File: src/rtl/stack_op_sequencer_if.sv
// Command/response port of the stack-op sequencer.
//   cmd_valid/cmd_ready : command handshake, accepted when both high on a rising edge
//   cmd_op              : 0 PUSH, 1 POP, 2 ADD, 3 SUB, 4 AND, 5 OR, 6 NOT, 7 TOS
//   cmd_imm             : PUSH operand
//   rsp_valid           : one-cycle response pulse
//   rsp_err             : qualifies rsp_valid, command was rejected
//   rsp_data            : result / popped / peeked value, 0 on error
// master = command issuer, slave = sequencer.
interface stack_op_sequencer_if #(
  parameter int unsigned Width = 8
);
  logic             cmd_valid;
  logic             cmd_ready;
  logic [2:0]       cmd_op;
  logic [Width-1:0] cmd_imm;
  logic             rsp_valid;
  logic             rsp_err;
  logic [Width-1:0] rsp_data;

  modport master (
    output cmd_valid, cmd_op, cmd_imm,
    input  cmd_ready, rsp_valid, rsp_err, rsp_data
  );

  modport slave (
    input  cmd_valid, cmd_op, cmd_imm,
    output cmd_ready, rsp_valid, rsp_err, rsp_data
  );
endinterface

File: src/rtl/stack_op_sequencer.sv
// Command front-end for the 8-bit LIFO stack of the stack-based multi-cycle MIPS datapath.
// Takes one stack-machine command at a time, sequences the stack's push/pop/tos strobes,
// tracks depth locally to reject underflow/overflow, and returns one response per command.
//   clk_i       rising-edge clock
//   rst_ni      asynchronous active-low reset (the stack is cleared by the same reset)
//   bus_if      command/response port (slave side)
//   stk_push_o  stack push strobe, stk_din_o carries the value
//   stk_pop_o   stack pop strobe
//   stk_tos_o   stack top-of-stack read strobe
//   stk_din_o   stack write data, 0 whenever not pushing
//   stk_dout_i  stack registered read data, valid the cycle after pop/tos
//   depth_o     number of entries currently held
module stack_op_sequencer #(
  parameter int unsigned Width  = 8,
  parameter int unsigned Depth  = 31,
  parameter int unsigned DepthW = 5
) (
  input  logic                clk_i,
  input  logic                rst_ni,
  stack_op_sequencer_if.slave bus_if,
  output logic                stk_push_o,
  output logic                stk_pop_o,
  output logic                stk_tos_o,
  output logic [Width-1:0]    stk_din_o,
  input  logic [Width-1:0]    stk_dout_i,
  output logic [DepthW-1:0]   depth_o
);

  localparam logic [2:0] OpPush = 3'd0;
  localparam logic [2:0] OpPop  = 3'd1;
  localparam logic [2:0] OpAdd  = 3'd2;
  localparam logic [2:0] OpSub  = 3'd3;
  localparam logic [2:0] OpAnd  = 3'd4;
  localparam logic [2:0] OpOr   = 3'd5;
  localparam logic [2:0] OpNot  = 3'd6;
  localparam logic [2:0] OpTos  = 3'd7;

  localparam logic [DepthW-1:0] DepthFull = DepthW'(Depth);

  typedef enum logic [3:0] {
    StIdle,
    StPop1,
    StWait1,
    StPop2,
    StWait2,
    StPushR,
    StPeek,
    StPeekW,
    StDone,
    StErr
  } state_e;

  state_e              state_q, state_d;
  logic [DepthW-1:0]   depth_q, depth_d;
  logic [2:0]          op_q, op_d;
  logic [Width-1:0]    opb_q, opb_d;
  logic [Width-1:0]    res_q, res_d;
  logic [DepthW-1:0]   need_ops;

  // Operands each command consumes from the stack.
  always_comb begin
    unique case (bus_if.cmd_op)
      OpPush:              need_ops = DepthW'(0);
      OpPop, OpNot, OpTos: need_ops = DepthW'(1);
      default:             need_ops = DepthW'(2);
    endcase
  end

  always_ff @(posedge clk_i or negedge rst_ni) begin
    if (!rst_ni) begin
      state_q <= StIdle;
      depth_q <= '0;
      op_q    <= '0;
      opb_q   <= '0;
      res_q   <= '0;
    end else begin
      state_q <= state_d;
      depth_q <= depth_d;
      op_q    <= op_d;
      opb_q   <= opb_d;
      res_q   <= res_d;
    end
  end

  always_comb begin
    state_d = state_q;
    depth_d = depth_q;
    op_d    = op_q;
    opb_d   = opb_q;
    res_d   = res_q;

    unique case (state_q)
      StIdle: begin
        if (bus_if.cmd_valid) begin
          op_d = bus_if.cmd_op;
          if (depth_q < need_ops) begin
            state_d = StErr;
          end else if (bus_if.cmd_op == OpPush && depth_q == DepthFull) begin
            state_d = StErr;
          end else if (bus_if.cmd_op == OpPush) begin
            res_d   = bus_if.cmd_imm;
            state_d = StPushR;
          end else if (bus_if.cmd_op == OpTos) begin
            state_d = StPeek;
          end else begin
            state_d = StPop1;
          end
        end
      end

      StPop1: begin
        depth_d = depth_q - DepthW'(1);
        state_d = StWait1;
      end

      // First popped value is the former top (operand B).
      StWait1: begin
        opb_d = stk_dout_i;
        if (op_q == OpPop) begin
          res_d   = stk_dout_i;
          state_d = StDone;
        end else if (op_q == OpNot) begin
          res_d   = ~stk_dout_i;
          state_d = StPushR;
        end else begin
          state_d = StPop2;
        end
      end

      StPop2: begin
        depth_d = depth_q - DepthW'(1);
        state_d = StWait2;
      end

      // Operand A (older entry) is used straight from stk_dout_i; only the result is kept.
      StWait2: begin
        unique case (op_q)
          OpAdd:   res_d = stk_dout_i + opb_q;
          OpSub:   res_d = stk_dout_i - opb_q;
          OpAnd:   res_d = stk_dout_i & opb_q;
          OpOr:    res_d = stk_dout_i | opb_q;
          default: res_d = '0;
        endcase
        state_d = StPushR;
      end

      StPushR: begin
        depth_d = depth_q + DepthW'(1);
        state_d = StDone;
      end

      StPeek:  state_d = StPeekW;

      StPeekW: begin
        res_d   = stk_dout_i;
        state_d = StDone;
      end

      StDone:  state_d = StIdle;
      StErr:   state_d = StIdle;
      default: state_d = StIdle;
    endcase
  end

  // Moore outputs decoded from the state register.
  always_comb begin
    bus_if.cmd_ready = (state_q == StIdle);
    bus_if.rsp_valid = (state_q == StDone) || (state_q == StErr);
    bus_if.rsp_err   = (state_q == StErr);
    bus_if.rsp_data  = (state_q == StDone) ? res_q : '0;
    stk_push_o       = (state_q == StPushR);
    stk_pop_o        = (state_q == StPop1) || (state_q == StPop2);
    stk_tos_o        = (state_q == StPeek);
    stk_din_o        = (state_q == StPushR) ? res_q : '0;
    depth_o          = depth_q;
  end

  strobe_onehot0_a: assert property (@(posedge clk_i) disable iff (!rst_ni)
    $onehot0({stk_push_o, stk_pop_o, stk_tos_o}));

  din_quiet_a: assert property (@(posedge clk_i) disable iff (!rst_ni)
    !stk_push_o |-> stk_din_o == '0);

  depth_bound_a: assert property (@(posedge clk_i) disable iff (!rst_ni)
    depth_q <= DepthFull);

endmodule

File: src/flat_wrapper.sv
// flat-port wrapper written by rule: the top's interface ports become plain ports
module stack_op_sequencer_flat 
#(
  parameter int unsigned Width  = 8,
  parameter int unsigned Depth  = 31,
  parameter int unsigned DepthW = 5
)
  (clk_i, rst_ni, stk_push_o, stk_pop_o, stk_tos_o, stk_din_o, stk_dout_i, depth_o, bus_if_cmd_valid, bus_if_cmd_op, bus_if_cmd_imm, bus_if_cmd_ready, bus_if_rsp_valid, bus_if_rsp_err, bus_if_rsp_data);
  stack_op_sequencer_if #(.Width(Width)) bus_if_i ();
  input  logic clk_i;
  input  logic rst_ni;
  output logic stk_push_o;
  output logic stk_pop_o;
  output logic stk_tos_o;
  output logic [Width-1:0] stk_din_o;
  input  logic [Width-1:0] stk_dout_i;
  output logic [DepthW-1:0] depth_o;
  input wire logic [$bits(bus_if_i.cmd_valid)-1:0] bus_if_cmd_valid;
  input wire logic [$bits(bus_if_i.cmd_op)-1:0] bus_if_cmd_op;
  input wire logic [$bits(bus_if_i.cmd_imm)-1:0] bus_if_cmd_imm;
  output wire logic [$bits(bus_if_i.cmd_ready)-1:0] bus_if_cmd_ready;
  output wire logic [$bits(bus_if_i.rsp_valid)-1:0] bus_if_rsp_valid;
  output wire logic [$bits(bus_if_i.rsp_err)-1:0] bus_if_rsp_err;
  output wire logic [$bits(bus_if_i.rsp_data)-1:0] bus_if_rsp_data;
  assign bus_if_i.cmd_valid = bus_if_cmd_valid;
  assign bus_if_i.cmd_op = bus_if_cmd_op;
  assign bus_if_i.cmd_imm = bus_if_cmd_imm;
  assign bus_if_cmd_ready = bus_if_i.cmd_ready;
  assign bus_if_rsp_valid = bus_if_i.rsp_valid;
  assign bus_if_rsp_err = bus_if_i.rsp_err;
  assign bus_if_rsp_data = bus_if_i.rsp_data;
  stack_op_sequencer #(.Width(Width), .Depth(Depth), .DepthW(DepthW)) u_core (.clk_i(clk_i), .rst_ni(rst_ni), .bus_if(bus_if_i), .stk_push_o(stk_push_o), .stk_pop_o(stk_pop_o), .stk_tos_o(stk_tos_o), .stk_din_o(stk_din_o), .stk_dout_i(stk_dout_i), .depth_o(depth_o));
endmodule
File: config.mk
export PLATFORM = sky130hd
export DESIGN_NAME = stack_op_sequencer_flat
export DESIGN_NICKNAME = d
export VERILOG_FILES = /design/src/rtl/stack_op_sequencer_if.sv /design/src/rtl/stack_op_sequencer.sv /design/src/flat_wrapper.sv
export SDC_FILE = /design/constraint.sdc
export NUM_CORES = 1
export LEC_CHECK = 0
export ABC_AREA = 1
export CAP_MARGIN = 5
export CORE_AREA = 10 10 91 93
export DETAILED_ROUTE_END_ITERATION = 8
export DIE_AREA = 0 0 101 103
export GPL_ROUTABILITY_DRIVEN = 0
export PLACE_DENSITY_LB_ADDON = 0.15
export SETUP_SLACK_MARGIN = 0.02
export SYNTH_ARGS = -nofsm -noshare
export SYNTH_HDL_FRONTEND = slang
export SYNTH_SLANG_ARGS = --single-unit
File: constraint.sdc
create_clock -name clk_i -period 3.7 [get_ports clk_i]
set_input_delay 0.74 -clock clk_i [delete_from_list [all_inputs] [get_ports clk_i]]
set_output_delay 0.74 -clock clk_i [all_outputs]
set_load 0.1 [all_outputs]
==> flow_summary_export.csv <==
group,metric,value,unit
run_status,status,"finished clean",
global_routing,grt_usage,0.132,
timing,hold_viol,0,
route,routedWlPerCell,13.3,um
yosys,synth_seq_cells,28,
setup_path,cp_cell_sequence,"inv_1, ha_1, inv_1, nor3_1, inv_1, o31ai_1, xor2_1, inv_1, ha_1, a21oi_1, nand2_1, a21oi_1, nand3_1, nand3_1, nand2_1, nand2_1, nand2_1, nand2_1, nand2_1",
setup_path,critPathMostFrequentCell,"nand2_1",
setup_path,start_kind,"register",
timing,holdWs,489,ps
layout,area.growth.synth_to_final,25.5,%
setup_path,critical_path.max_stage_delay,430,ps
route,antenna_left,0,
route,drtIter0Drc,111,
yosys,async_flop_share,1.00,
placed_design,dp_hpwl,5.39,mm
timing,skew,7.49,ps
clocking,cts_buffers,3,
clocking,cts_sinks,28,
timing,fin_ws,960,ps
setup_path,path_buf_inv,4,
timing,layout_min_cycle_time,2740,ps
yosys,synth_ff_type,"dfrtp_1",
clocking,cts_max_path_buffers,2,
setup_path,critPathSlowestCell,"dfrtp_1",
clocking,cts_resized,0,
timing,slew_headroom,0.349,
power_and_ir_drop,vdd_drop_max,0.555,mV
yosys,synth_warnings,0,
global_routing,grt-ovfl-total,0,
yosys,synth_cell_types,31,
floorplanning,die_h,103,um
yosys,syn_area,0.00246,sq mm
route,drc,0,
clocking,clock_latency,300,ps
layout,nNetsFinal,466,
clocking,path_clk_slew,120,ps
timing,fmax,0.365,GHz
placed_design,port_buffers,48,
job,max_cap_viol_count,0,
yosys,synth_edf_count,0,
setup_path,worstSetupPathType,"register to register",
yosys,synthCells,377,
layout,insertedDiodeCount,0,
setup_path,worstPathRequired,3900,ps
clocking,clock-root-buffer,"clkbuf_8",
route,num_vias,2512,
yosys,syn_area_per_cell,6.53,sq um
worst_hold_path,hold_path_class,"register to register",
floorplanning,design.core.area,0.00657,sq mm
timing,period_share,0.741,
setup_path,cpLargestDelayFamily,"simple AND/OR/NAND/NOR gates",
setup_path,critPathMaxFanout,4,
floorplanning,die_w,101,um
power_and_ir_drop,leakage,1.55,nW
route,routed_wl,6.73,mm
yosys,syn_nets,416,
setup_path,endpoint_kind,"register",
timing,setup_viol,0,
timing,drv_slew,0,
yosys,seq_area_frac_synth,0.284,
floorplanning,boundaryPins,49,
clocking,cts_setup_buffers,0,
timing,tns,0,ps
timing,tightest_slew,974,ps
route,firstDrtPassIters,4,
clocking,hold_buffers,0,
clocking,cts_tree,"done",
layout,mostFrequentLayoutCells,"nand2_1 (96), inv_1 (52), nor2_1 (39)",
clocking,htreeDepth,1,
floorplanning,die-area,0.0104,sq mm
global_routing,grt_pass1_wl,11.3,mm
layout,layout_commonest_cell,"nand2_1",
global_routing,grt_max_degree,29,
layout,drive_above_1_share,0.141,
route,vias_per_cell,4.96,
floorplanning,rows,30,
setup_path,arrival,2940,ps
global_routing,grt_antenna_before_repair,0,
timing,rsz0062_at_grt,"false",
placed_design,place_ws,967,ps
global_routing,grt_pass1_vias,2491,
power_and_ir_drop,power_density,1040,mW/mm^2
floorplanning,start_util,0.375,
==> layout make-up <==
class / instances / area, sq um
repair buffers: 49 / 433
flip-flops and latches: 28 / 701
inverters: 57 / 219
clock buffers: 3 / 41.3
fillers: 680 / 3480
clock inverters: 1 / 30.0
multi-input cells: 288 / 1570
well taps: 80 / 100
==> final timing paths <==
check	slack [ps]	endpoint	cells after the start	start
min in group asynchronous	820	u_core.opb_q[5]$_DFFE_PN0P_	2	rst_ni
hold / removal	490	u_core.res_q[5]$_DFFE_PN0P_	2	u_core.res_q[5]$_DFFE_PN0P_
setup / recovery	960	u_core.res_q[7]$_DFFE_PN0P_	19	u_core.opb_q[0]$_DFFE_PN0P_
hold reg to reg	490	u_core.res_q[5]$_DFFE_PN0P_	2	u_core.res_q[5]$_DFFE_PN0P_
max in group asynchronous	2600	u_core.depth_o[2]$_DFFE_PN0P_	2	rst_ni
setup reg to reg	960	u_core.res_q[7]$_DFFE_PN0P_	19	u_core.opb_q[0]$_DFFE_PN0P_
==> worst reg2reg max path: cells and delay by family (launching register included) <==
family / cells / cell delay [ps]
AO/OA/AOI/OAI: 3 / 610
XOR/XNOR: 1 / 170
adder cells (fa/ha/maj): 2 / 470
buffers and inverters: 4 / 320
flip-flops: 1 / 430
AND/OR/NAND/NOR: 9 / 630
==> power breakdown <==
part / switching (mW) / total (mW) / leakage (nW) / internal (mW)
sequential: 0.155 / 0.616 / 0.347 / 0.461
clock: 0.117 / 0.263 / 0.0357 / 0.145
combinational: 1.62 / 2.33 / 1.17 / 0.713
total: 1.89 / 3.21 / 1.55 / 1.32
==> stage by stage <==
stage	utilization	instance area, sq um	total power [mW]	cells
global placement	0.460	3020	2.95	502
global route	0.471	3090	3.55	506
finish	0.471	3090	3.21	506
CTS	0.471	3090	3.24	506
detailed placement	0.460	3020	2.96	502
floorplan	-	2510	2.48	377
==> routing by layer <==
metal	GRT usage	wire (um)
met4	0.0407	104
met5	0	0
met3	0.0288	394
met1	0.157	2900
met2	0.232	3330
==> kinds of logic after synthesis <==
kind of cell             synth area share
flip-flops                          0.284
AND/OR/NAND/NOR                     0.341
buffers and inverters              0.0970
XOR/XNOR                           0.0391
AO/OA/AOI/OAI                       0.146
adder cells (fa/ha/maj)            0.0924
==> registers in the layout, summed over array words and instances, names as in the netlist <==
signal          cells
u_core.depth_o      5
u_core.state_q      4
u_core.op_q         3
u_core.res_q        8
u_core.opb_q        8
==> cell usage after synthesis, types with 4 or more instances <==
| library cell | number | area (sq um) |
|---|---|---|
| ha_1 | 15 | 188 |
| nand2_1 | 96 | 360 |
| o21ai_2 | 4 | 35.0 |
| nor3_1 | 5 | 25.0 |
| nor2_1 | 57 | 214 |
| inv_1 | 52 | 195 |
| nand3_1 | 28 | 140 |
| xor2_1 | 9 | 78.8 |
| dfrtp_1 | 28 | 701 |
| a21oi_1 | 20 | 100 |
| a31oi_1 | 7 | 43.8 |
| o21ai_0 | 24 | 120 |
No activity file was read; power rests on OpenSTA's default activity.
